File: config.mk
export PLATFORM = sky130hd
export DESIGN_NAME = telemetry_tx
export DESIGN_NICKNAME = d
export VERILOG_FILES = /design/src/rtl/telemetry_pkg.sv /design/src/rtl/telemetry_tx_uart.sv /design/src/rtl/telemetry_tx.sv
export SDC_FILE = /design/constraint.sdc
export NUM_CORES = 1
export LEC_CHECK = 0
export CAP_MARGIN = 20
export CORE_ASPECT_RATIO = 1.5
export CORE_MARGIN = 2
export CORE_UTILIZATION = 35
export CTS_CLUSTER_DIAMETER = 60
export CTS_CLUSTER_SIZE = 24
export DETAILED_ROUTE_END_ITERATION = 8
export REMOVE_ABC_BUFFERS = 1
export SLEW_MARGIN = 30
export SYNTH_ARGS = -nofsm -noshare
export SYNTH_HDL_FRONTEND = slang
export SYNTH_SLANG_ARGS = --single-unit
export TNS_END_PERCENT = 50
File: constraint.sdc
create_clock -name clk -period 5.8 [get_ports clk]
set_clock_uncertainty 0.15 [all_clocks]
set_input_delay 1.16 -clock clk [delete_from_list [all_inputs] [get_ports clk]]
set_output_delay 1.16 -clock clk [all_outputs]
set_load 0.1 [all_outputs]
File: src/rtl/telemetry_pkg.sv
// Shared types and helpers for the telemetry UART transmitter.
package telemetry_pkg;

  typedef enum logic [2:0] {
    ST_IDLE,
    ST_SYNC0,
    ST_SYNC1,
    ST_LEN,
    ST_PAYLOAD,
    ST_CSUM
  } tx_state_t;

  localparam logic [7:0] SYNC0_DEF  = 8'hAA;
  localparam logic [7:0] SYNC1_DEF  = 8'h55;

  // start + 8 data + stop
  localparam int         FRAME_BITS = 10;

  // Bit period in clocks, rounded to nearest.
  function automatic int calc_div(input int clk_freq, input int baud);
    return (clk_freq + baud / 2) / baud;
  endfunction

endpackage

File: src/rtl/telemetry_tx_uart.sv
// Single-byte 8N1 serialiser. The line is driven from a register one cycle
// behind the shift register, so a byte loaded in the last cycle of the
// previous stop bit follows it on TxD with no idle gap.
module uart_tx_byte
  import telemetry_pkg::*;
#(
  parameter int DIV = 434
) (
  input  logic       clk,
  input  logic       rst_n,
  input  logic [7:0] data,
  input  logic       load,
  output logic       TxD,
  output logic       ready,
  output logic       byte_done
);

  localparam int             CW     = (DIV > 1) ? $clog2(DIV) : 1;
  localparam logic [CW-1:0]  BIT_TC = CW'(DIV - 1);
  localparam logic [3:0]     LAST_BIT = 4'(FRAME_BITS - 1);

  logic                active;
  logic [9:0]          shreg;
  logic [3:0]          bit_cnt;
  logic [CW-1:0]       baud_cnt;

  // Last clock of the stop bit: a new byte may be loaded here seamlessly.
  assign byte_done = active && (bit_cnt == LAST_BIT) && (baud_cnt == '0);
  assign ready     = !active || byte_done;

  // Baud down-counter, bit counter and LSB-first shift register.
  always_ff @(posedge clk) begin
    if (!rst_n) begin
      active   <= 1'b0;
      shreg    <= '1;
      bit_cnt  <= '0;
      baud_cnt <= '0;
      TxD      <= 1'b1;
    end else begin
      TxD <= shreg[0];
      if (load && ready) begin
        shreg    <= {1'b1, data, 1'b0};
        bit_cnt  <= '0;
        baud_cnt <= BIT_TC;
        active   <= 1'b1;
      end else if (active) begin
        if (baud_cnt == '0) begin
          baud_cnt <= BIT_TC;
          shreg    <= {1'b1, shreg[9:1]};
          if (bit_cnt == LAST_BIT) begin
            active  <= 1'b0;
            bit_cnt <= '0;
          end else begin
            bit_cnt <= bit_cnt + 4'd1;
          end
        end else begin
          baud_cnt <= baud_cnt - 1'b1;
        end
      end
    end
  end

endmodule

File: src/rtl/telemetry_tx.sv
// Telemetry frame transmitter: AA 55 LEN payload CSUM over 8N1 UART.
//
//   state      | meaning
//   -----------+----------------------------------------------
//   ST_IDLE    | no frame in flight, waiting for frame_start
//   ST_SYNC0   | first sync byte on the line
//   ST_SYNC1   | second sync byte on the line
//   ST_LEN     | length byte on the line
//   ST_PAYLOAD | payload byte idx on the line
//   ST_CSUM    | checksum byte on the line; frame ends with its stop bit
//
// Each state names the byte currently being serialised; the next byte is
// loaded on the stop-bit completion edge of the current one.
module telemetry_tx
  import telemetry_pkg::*;
#(
  parameter int         CLK_FREQ = 50000000,
  parameter int         BAUD     = 115200,
  parameter int         N_WORDS  = 4,
  parameter logic [7:0] SYNC0    = SYNC0_DEF,
  parameter logic [7:0] SYNC1    = SYNC1_DEF
) (
  input  logic                   clk,
  input  logic                   rst_n,
  input  logic                   frame_start,
  input  logic [16*N_WORDS-1:0]  frame_data,
  output logic                   busy,
  output logic                   frame_done,
  output logic [7:0]             drop_cnt,
  output logic                   TxD
);

  localparam int         DIV      = calc_div(CLK_FREQ, BAUD);
  localparam int         NB       = 2 * N_WORDS;
  localparam logic [7:0] LEN      = 8'(NB);
  localparam logic [4:0] LAST_IDX = 5'(NB - 1);

  tx_state_t              state, state_nxt;
  logic [16*N_WORDS-1:0]  snap;
  logic [4:0]             idx;
  logic [7:0]             csum, csum_nxt;
  logic                   load;
  logic [7:0]             tx_data;
  logic                   ready, byte_done;
  logic                   accept;

  // Byte k of the payload: word k/2, high byte first.
  function automatic logic [7:0] pick_byte(input logic [16*N_WORDS-1:0] words,
                                           input logic [4:0] k);
    logic [8:0]            base;
    logic [16*N_WORDS-1:0] sh;
    base = {1'b0, k[4:1], 4'b0000} + {5'b0, ~k[0], 3'b000};
    sh   = words >> base;
    return sh[7:0];
  endfunction

  // The serialiser is free in idle and again in the final stop-bit cycle,
  // which lets a new frame chain on without a gap.
  assign busy       = !(ready && (state == ST_IDLE || state == ST_CSUM));
  assign frame_done = (state == ST_CSUM) && byte_done;
  assign accept     = frame_start && !busy;

  uart_tx_byte #(.DIV(DIV)) u_byte (
    .clk       (clk),
    .rst_n     (rst_n),
    .data      (tx_data),
    .load      (load),
    .TxD       (TxD),
    .ready     (ready),
    .byte_done (byte_done)
  );

  // Next-state, byte selection and running checksum.
  always_comb begin
    state_nxt = state;
    load      = 1'b0;
    tx_data   = SYNC0;
    csum_nxt  = csum;
    unique case (state)
      ST_IDLE: begin
        if (accept) begin
          load      = 1'b1;
          state_nxt = ST_SYNC0;
        end
      end
      ST_SYNC0: begin
        if (byte_done) begin
          load      = 1'b1;
          tx_data   = SYNC1;
          state_nxt = ST_SYNC1;
        end
      end
      ST_SYNC1: begin
        if (byte_done) begin
          load      = 1'b1;
          tx_data   = LEN;
          csum_nxt  = LEN;
          state_nxt = ST_LEN;
        end
      end
      ST_LEN: begin
        if (byte_done) begin
          load      = 1'b1;
          tx_data   = pick_byte(snap, 5'd0);
          csum_nxt  = csum + tx_data;
          state_nxt = ST_PAYLOAD;
        end
      end
      ST_PAYLOAD: begin
        if (byte_done) begin
          load = 1'b1;
          if (idx == LAST_IDX) begin
            tx_data   = csum;
            state_nxt = ST_CSUM;
          end else begin
            tx_data  = pick_byte(snap, idx + 5'd1);
            csum_nxt = csum + tx_data;
          end
        end
      end
      ST_CSUM: begin
        if (byte_done) begin
          state_nxt = ST_IDLE;
          if (accept) begin
            load      = 1'b1;
            state_nxt = ST_SYNC0;
          end
        end
      end
      default: state_nxt = ST_IDLE;
    endcase
  end

  // State register, payload snapshot, byte index and checksum.
  always_ff @(posedge clk) begin
    if (!rst_n) begin
      state <= ST_IDLE;
      snap  <= '0;
      idx   <= '0;
      csum  <= '0;
    end else begin
      state <= state_nxt;
      csum  <= csum_nxt;
      if (accept) snap <= frame_data;
      if (state == ST_LEN && byte_done) idx <= '0;
      else if (state == ST_PAYLOAD && byte_done) idx <= idx + 5'd1;
    end
  end

  // Saturating count of requests that arrive while a frame is in flight.
  always_ff @(posedge clk) begin
    if (!rst_n) begin
      drop_cnt <= '0;
    end else if (frame_start && busy && drop_cnt != 8'hFF) begin
      drop_cnt <= drop_cnt + 8'd1;
    end
  end

endmodule
==> Word-level counts from Yosys, hierarchy flattened <==
Index checks and enable logic that the tools add are counted.
{ "totals": {"ff_bits": 112, "latchBits": 0, "ram_bits": 0, "romBits": 0, "input_bits": 67, "out_inout_bits": 11, "elab_cells": 98, "memories": 0} }
{ "op_classes": {"add_sub_neg": 7, "mul": 0, "div": 0, "order_cmp": 0, "n_eq_ne": 16, "shift": 1, "muxes": 35, "n_bitwise": 2, "n_reduce_logical": 26} }
{ "op_table": {"columns": ["cell", "count"], "rows": [
  ["$mux 8", 9],
  ["$shr 64x9->8", 1],
  ["$mux 9", 6],
  ["$pmux 8 s4", 1],
  ["$pmux 8 s3", 1],
  ["$mux 3", 7],
  ["$pmux 3 s6", 1],
  ["$add 8x8->8", 2],
  ["$ne 2x2->1 const B", 8],
  ["$logic_and 1x1->1", 10],
  ["$add 8x4->9", 1],
  ["$logic_not 9->1", 1],
  ["$sub 9x1->9 const B", 1],
  ["$add 8x1->8 const B", 1],
  ["$mux 1", 8],
  ["$ne 8x8->1 const B", 1],
  ["$reduce_and 7->1", 1],
  ["$eq 3x2->1 const B", 2],
  ["$eq 3x3->1 const B", 2],
  ["$add 5x1->5 const B", 1],
  ["$eq 5x3->1 const B", 1],
  ["$reduce_and 5->1", 1],
  ["$add 4x1->4 const B", 1],
  ["$eq 4x4->1 const B", 1],
  ["other kinds (12)", 18]
]} }

==> Depth between registers and ports, before layout <==
{ "logic_depth": {"ltp_word": 12, "depth_mapped": 15, "ltp_nobuf": 14} }

==> Hierarchy <==
From an unflattened synthesis, not the netlist that was laid out.
{ "unflattened": {"cells_unflattened": 715, "area_unflattened_um2": 5957.0} }
{ "by_module_without_submodules": {"columns": ["mod", "instances", "cells_per_inst", "area_per_inst_um2", "seq_area_each_um2"], "rows": [
  ["telemetry_tx", 1, 560, 4578.1, 1761.7],
  ["uart_tx_byte", 1, 155, 1378.8, 480.5]
]} }

==> Worst setup path before layout <==
OpenSTA, ideal clock, no wires.
{ "synth_path": {"path_type": "flip-flop to output port", "from": "register u_byte.baud_cnt[0]", "to": "output frame_done", "arrival_ns": 2.354, "required_time_ns": 4.490, "path_slack_ns": 2.136, "stages_incl_launch_ff": 6, "path_buffers": 0, "cell_sequence": "dfxtp_1 -> inv_1 -> ha_1 -> or4b_1 -> nor4_2 -> and4_1"} }
{ "synth_via": {"elab_chain_len": 3} }
{ "synth_lines": {"columns": ["item", "line_no", "source"], "rows": [
  ["from (decl)", "telemetry_tx_uart.sv:25", "logic [CW-1:0] baud_cnt;"],
  ["from (signal assigned)", "telemetry_tx_uart.sv:57", "baud_cnt <= baud_cnt - 1'b1;"],
  ["$logic_not 9->1", "telemetry_tx_uart.sv:28", "assign byte_done = active && (bit_cnt == LAST_BIT) && (baud_cnt == '0);"],
  ["$logic_and 1x1->1", "telemetry_tx_uart.sv:28", null],
  ["$logic_and 1x1->1", "telemetry_tx.sv:60", "assign frame_done = (state == ST_CSUM) && byte_done;"],
  ["to (decl)", "telemetry_tx.sv:28", "output logic frame_done,"]
]} }
No other way between the ends.

==> Worst setup path in the final report <==
Same ends and word-level chain as after synthesis.

==> metrics.yaml <==
hp-start: "u_byte.shreg[0]"
fmax_mhz: 222
cp.depth: 7
post-route-period-util_pct: 77.7
initial_core_util_pct: 35.5
wire_per_inst_um: 14.2
die_h_um: 158
clock_latency_ns: 0.35
crit_chain: "inv_1, ha_1, or4b_1, nor4_2, buf_4, and4_1, clkdlybuf4s50_1"
power.switching_mw: 0.479
required_ns: 4.49
drc: 0
synth_area_per_cell_um2: 8.20
holdPathStages: 1
hold_class: "reg -> reg"
grt_overflow_total: 0
synth.distinct_cells: 57
drv_slew: 0
die_w_um: 106
dr.pass1.iters: 5
synth-compound-area-share_pct: 16.8
swShare_pct: 28.0
grt_pass1_wl_um: 22000
rsz0062_at_grt: "false"
numCtsBuffers: 9
yosysMostFrequentCell: "nand2_1"
vias: 4861
yosys-top-cells-area: "dfxtp_1 (41%), nand2_1 (12%), a21oi_1 (7.6%)"
cts_hold_buf: 0
power_leakage_nw: 2.31
synth_top_family_by_area: "simple AND/OR/NAND/NOR gates"
synth_commonest_cells: "nand2_1 (170), dfxtp_1 (112), a21oi_1 (84)"
critical_path.max_stage_delay_ns: 1.14
synth-simple-area-share_pct: 22.4
drv_cap: 0
core_area_um2: 15500
max_slew.worst_pin.slew_ns: 0.996
synth_fa_ha_area_share_pct: 2.86
ir_drop_mv: 0.126
pwr-share-seq_pct: 49.9
drtIter0Drc: 234
crit_path_start: "u_byte.baud_cnt[0]"
cts-root-buf: "clkbuf_16"
cts_resized: 0
multiInputGateArea_um2: 3040
combPwrFrac_pct: 16.6
crit_type: "reg -> out"
p_int_mw: 1.23
synth-edff-count: 0
worstHoldEndpoint: "u_byte.TxD"
cts_sinks: 112
ys.warnings.count: 0
reg2reg_from: "idx[0]"
max_slew_margin_pct: 33.4
track_usage_pct: 16.1
antenna_found_initial: 0
dieArea_um2: 16800
hold_violations: 0
async_flop_share_pct: 0
synth_top_area_share_pct: 40.7
r2r-end: "csum[6]"
power_frac_clock_pct: 33.5
grt_pass1_vias: 4773
critPathMaxFanout: 9
clockBufferDepth: 2
cp_num_buf_inv: 3
ant_nets: 0
cts_tree: "built"
ys_seq_elements: 112
diodes: 0
synth-seq-area-share_pct: 40.7
nNetsFinal: 804
ff2ff_path_depth: 14
reg2reg_slack_ns: 1.83
place_hpwl_um: 9640
final_core_util_pct: 43.2
yosys.area.top_type: "dfxtp_1"
crit_arrival_ns: 3.19
end_kind: "output pin"
io_buffers: 77
power.density_nw_per_um2: 256
htree_levels: 3
synth.area.mux_share_pct: 9.18
gp_congestion: 0.928
clk_pin_slew_ns: 0.07
cp-start-kind: "register"
setup_viol: 0
viasPerCell: 5.22
setup_tns_ns: 0
layout-drive-gt1-share_pct: 7.14
grt_max_degree: 67
post-cts-setup-buffers: 0
nFillCells: 1536
wirelength_um: 13200
path_delay_family: "buffers and inverters"
areaGrowthSynthToFinish_pct: 21.6
status: "finished clean"
synth_xor_area_share_pct: 3.66
yosys_most_used_dff: "dfxtp_1"
fp-row-count: 56
fin_crit_ns: 4.50
regArea_um2: 2240
syn-cell-area_um2: 5500
cpMaxStageDelayCell: "clkdlybuf4s50_1"
io_pins: 78
netlist_instances: 671
-- stage by stage --
step	area (µm²)	power, mW	instances	setup WS [ns]	hold slack [ns]
4_1_cts	6690	1.73	931	1.26	0.295
2_1_floorplan	5330	1.05	630	1.82	0.261
5_1_grt	6690	1.79	931	1.08	0.319
6_report	6690	1.71	931	1.30	0.293
3_5_place_dp	6420	1.16	917	1.61	0.278
3_3_place_gp	6410	1.15	917	1.71	0.279
-- layout make-up --
cell class | count | share of cell area [%]
multi-input cells | 501 | 45.4
flip-flops and latches | 112 | 33.5
repair buffers | 84 | 12.3
well taps | 203 | 3.80
clock buffers | 9 | 3.37
inverters | 17 | 0.953
clock inverters | 5 | 0.654
-- worst max path at each step --
stage               slack [ns]         end
global placement          1.71        busy
CTS                       1.26        busy
global route              1.08        busy
detailed placement        1.61     csum[6]
floorplan                 1.82     csum[6]
finish                    1.30  frame_done
-- power by group through the flow --
stage / Clock, mW / Combinational (mW) / Sequential [mW]
2_1_floorplan: 0 / 0.173 / 0.874
3_3_place_gp: 0 / 0.280 / 0.868
3_5_place_dp: 0 / 0.285 / 0.871
4_1_cts: 0.589 / 0.286 / 0.853
5_1_grt: 0.615 / 0.315 / 0.860
6_report: 0.573 / 0.283 / 0.853
-- state kept, by name (all words and copies together), names as in the netlist --
name             flops
csum                 8
drop_cnt             8
idx                  5
snap                64
state                3
u_byte.TxD           1
u_byte.active        1
u_byte.baud_cnt      9
u_byte.bit_cnt       4
u_byte.shreg         9
-- cells by family after synthesis --
logic type                 after synthesis
muxes                                   30
buffers and inverters                   58
xor gates and xnor gates                23
adders and majority gates               12
AOI/OAI and AO/OA                      154
DFF                                    112
and+or+nand+nor                        282
-- worst reg2reg max path: stages, from the launching register on --
cell,delay (ns)
dfxtp_1,0.30
buf_4,0.23
ha_1,0.87
mux4_2,0.44
mux2_2,0.28
inv_1,0.07
o21ai_0,0.12
inv_1,0.11
fa_1,0.21
nor2b_1,0.06
o21ai_0,0.20
a21boi_0,0.15
o21a_1,0.20
or3_1,0.34
a31oi_1,0.16
-- cell usage in the layout, fill, tap and decap left out, drive strengths merged, types with 9 or more instances in the layout --
master / count
mux4: 16
a21oi: 84
o21ai: 17
xor2: 12
mux2i: 10
nor2: 46
inv: 18
dfxtp: 112
nor3: 17
a31oi: 9
clkbuf: 9
clkdlybuf4s50: 77
nand2: 170
xnor2: 11
ha: 11
-- per-layer routing --
layer	share of wire [%]	vias up	global-route usage (%)	wire length, µm
met5	0	-	0	0
met4	1.9	0	6.89	246
met3	2.9	18	1.77	385
met2	53	97	29.6	7040
met1	42	2301	18.7	5550
li1	-	2445	-	-
Note: power is estimated with default switching activity, not from simulation.
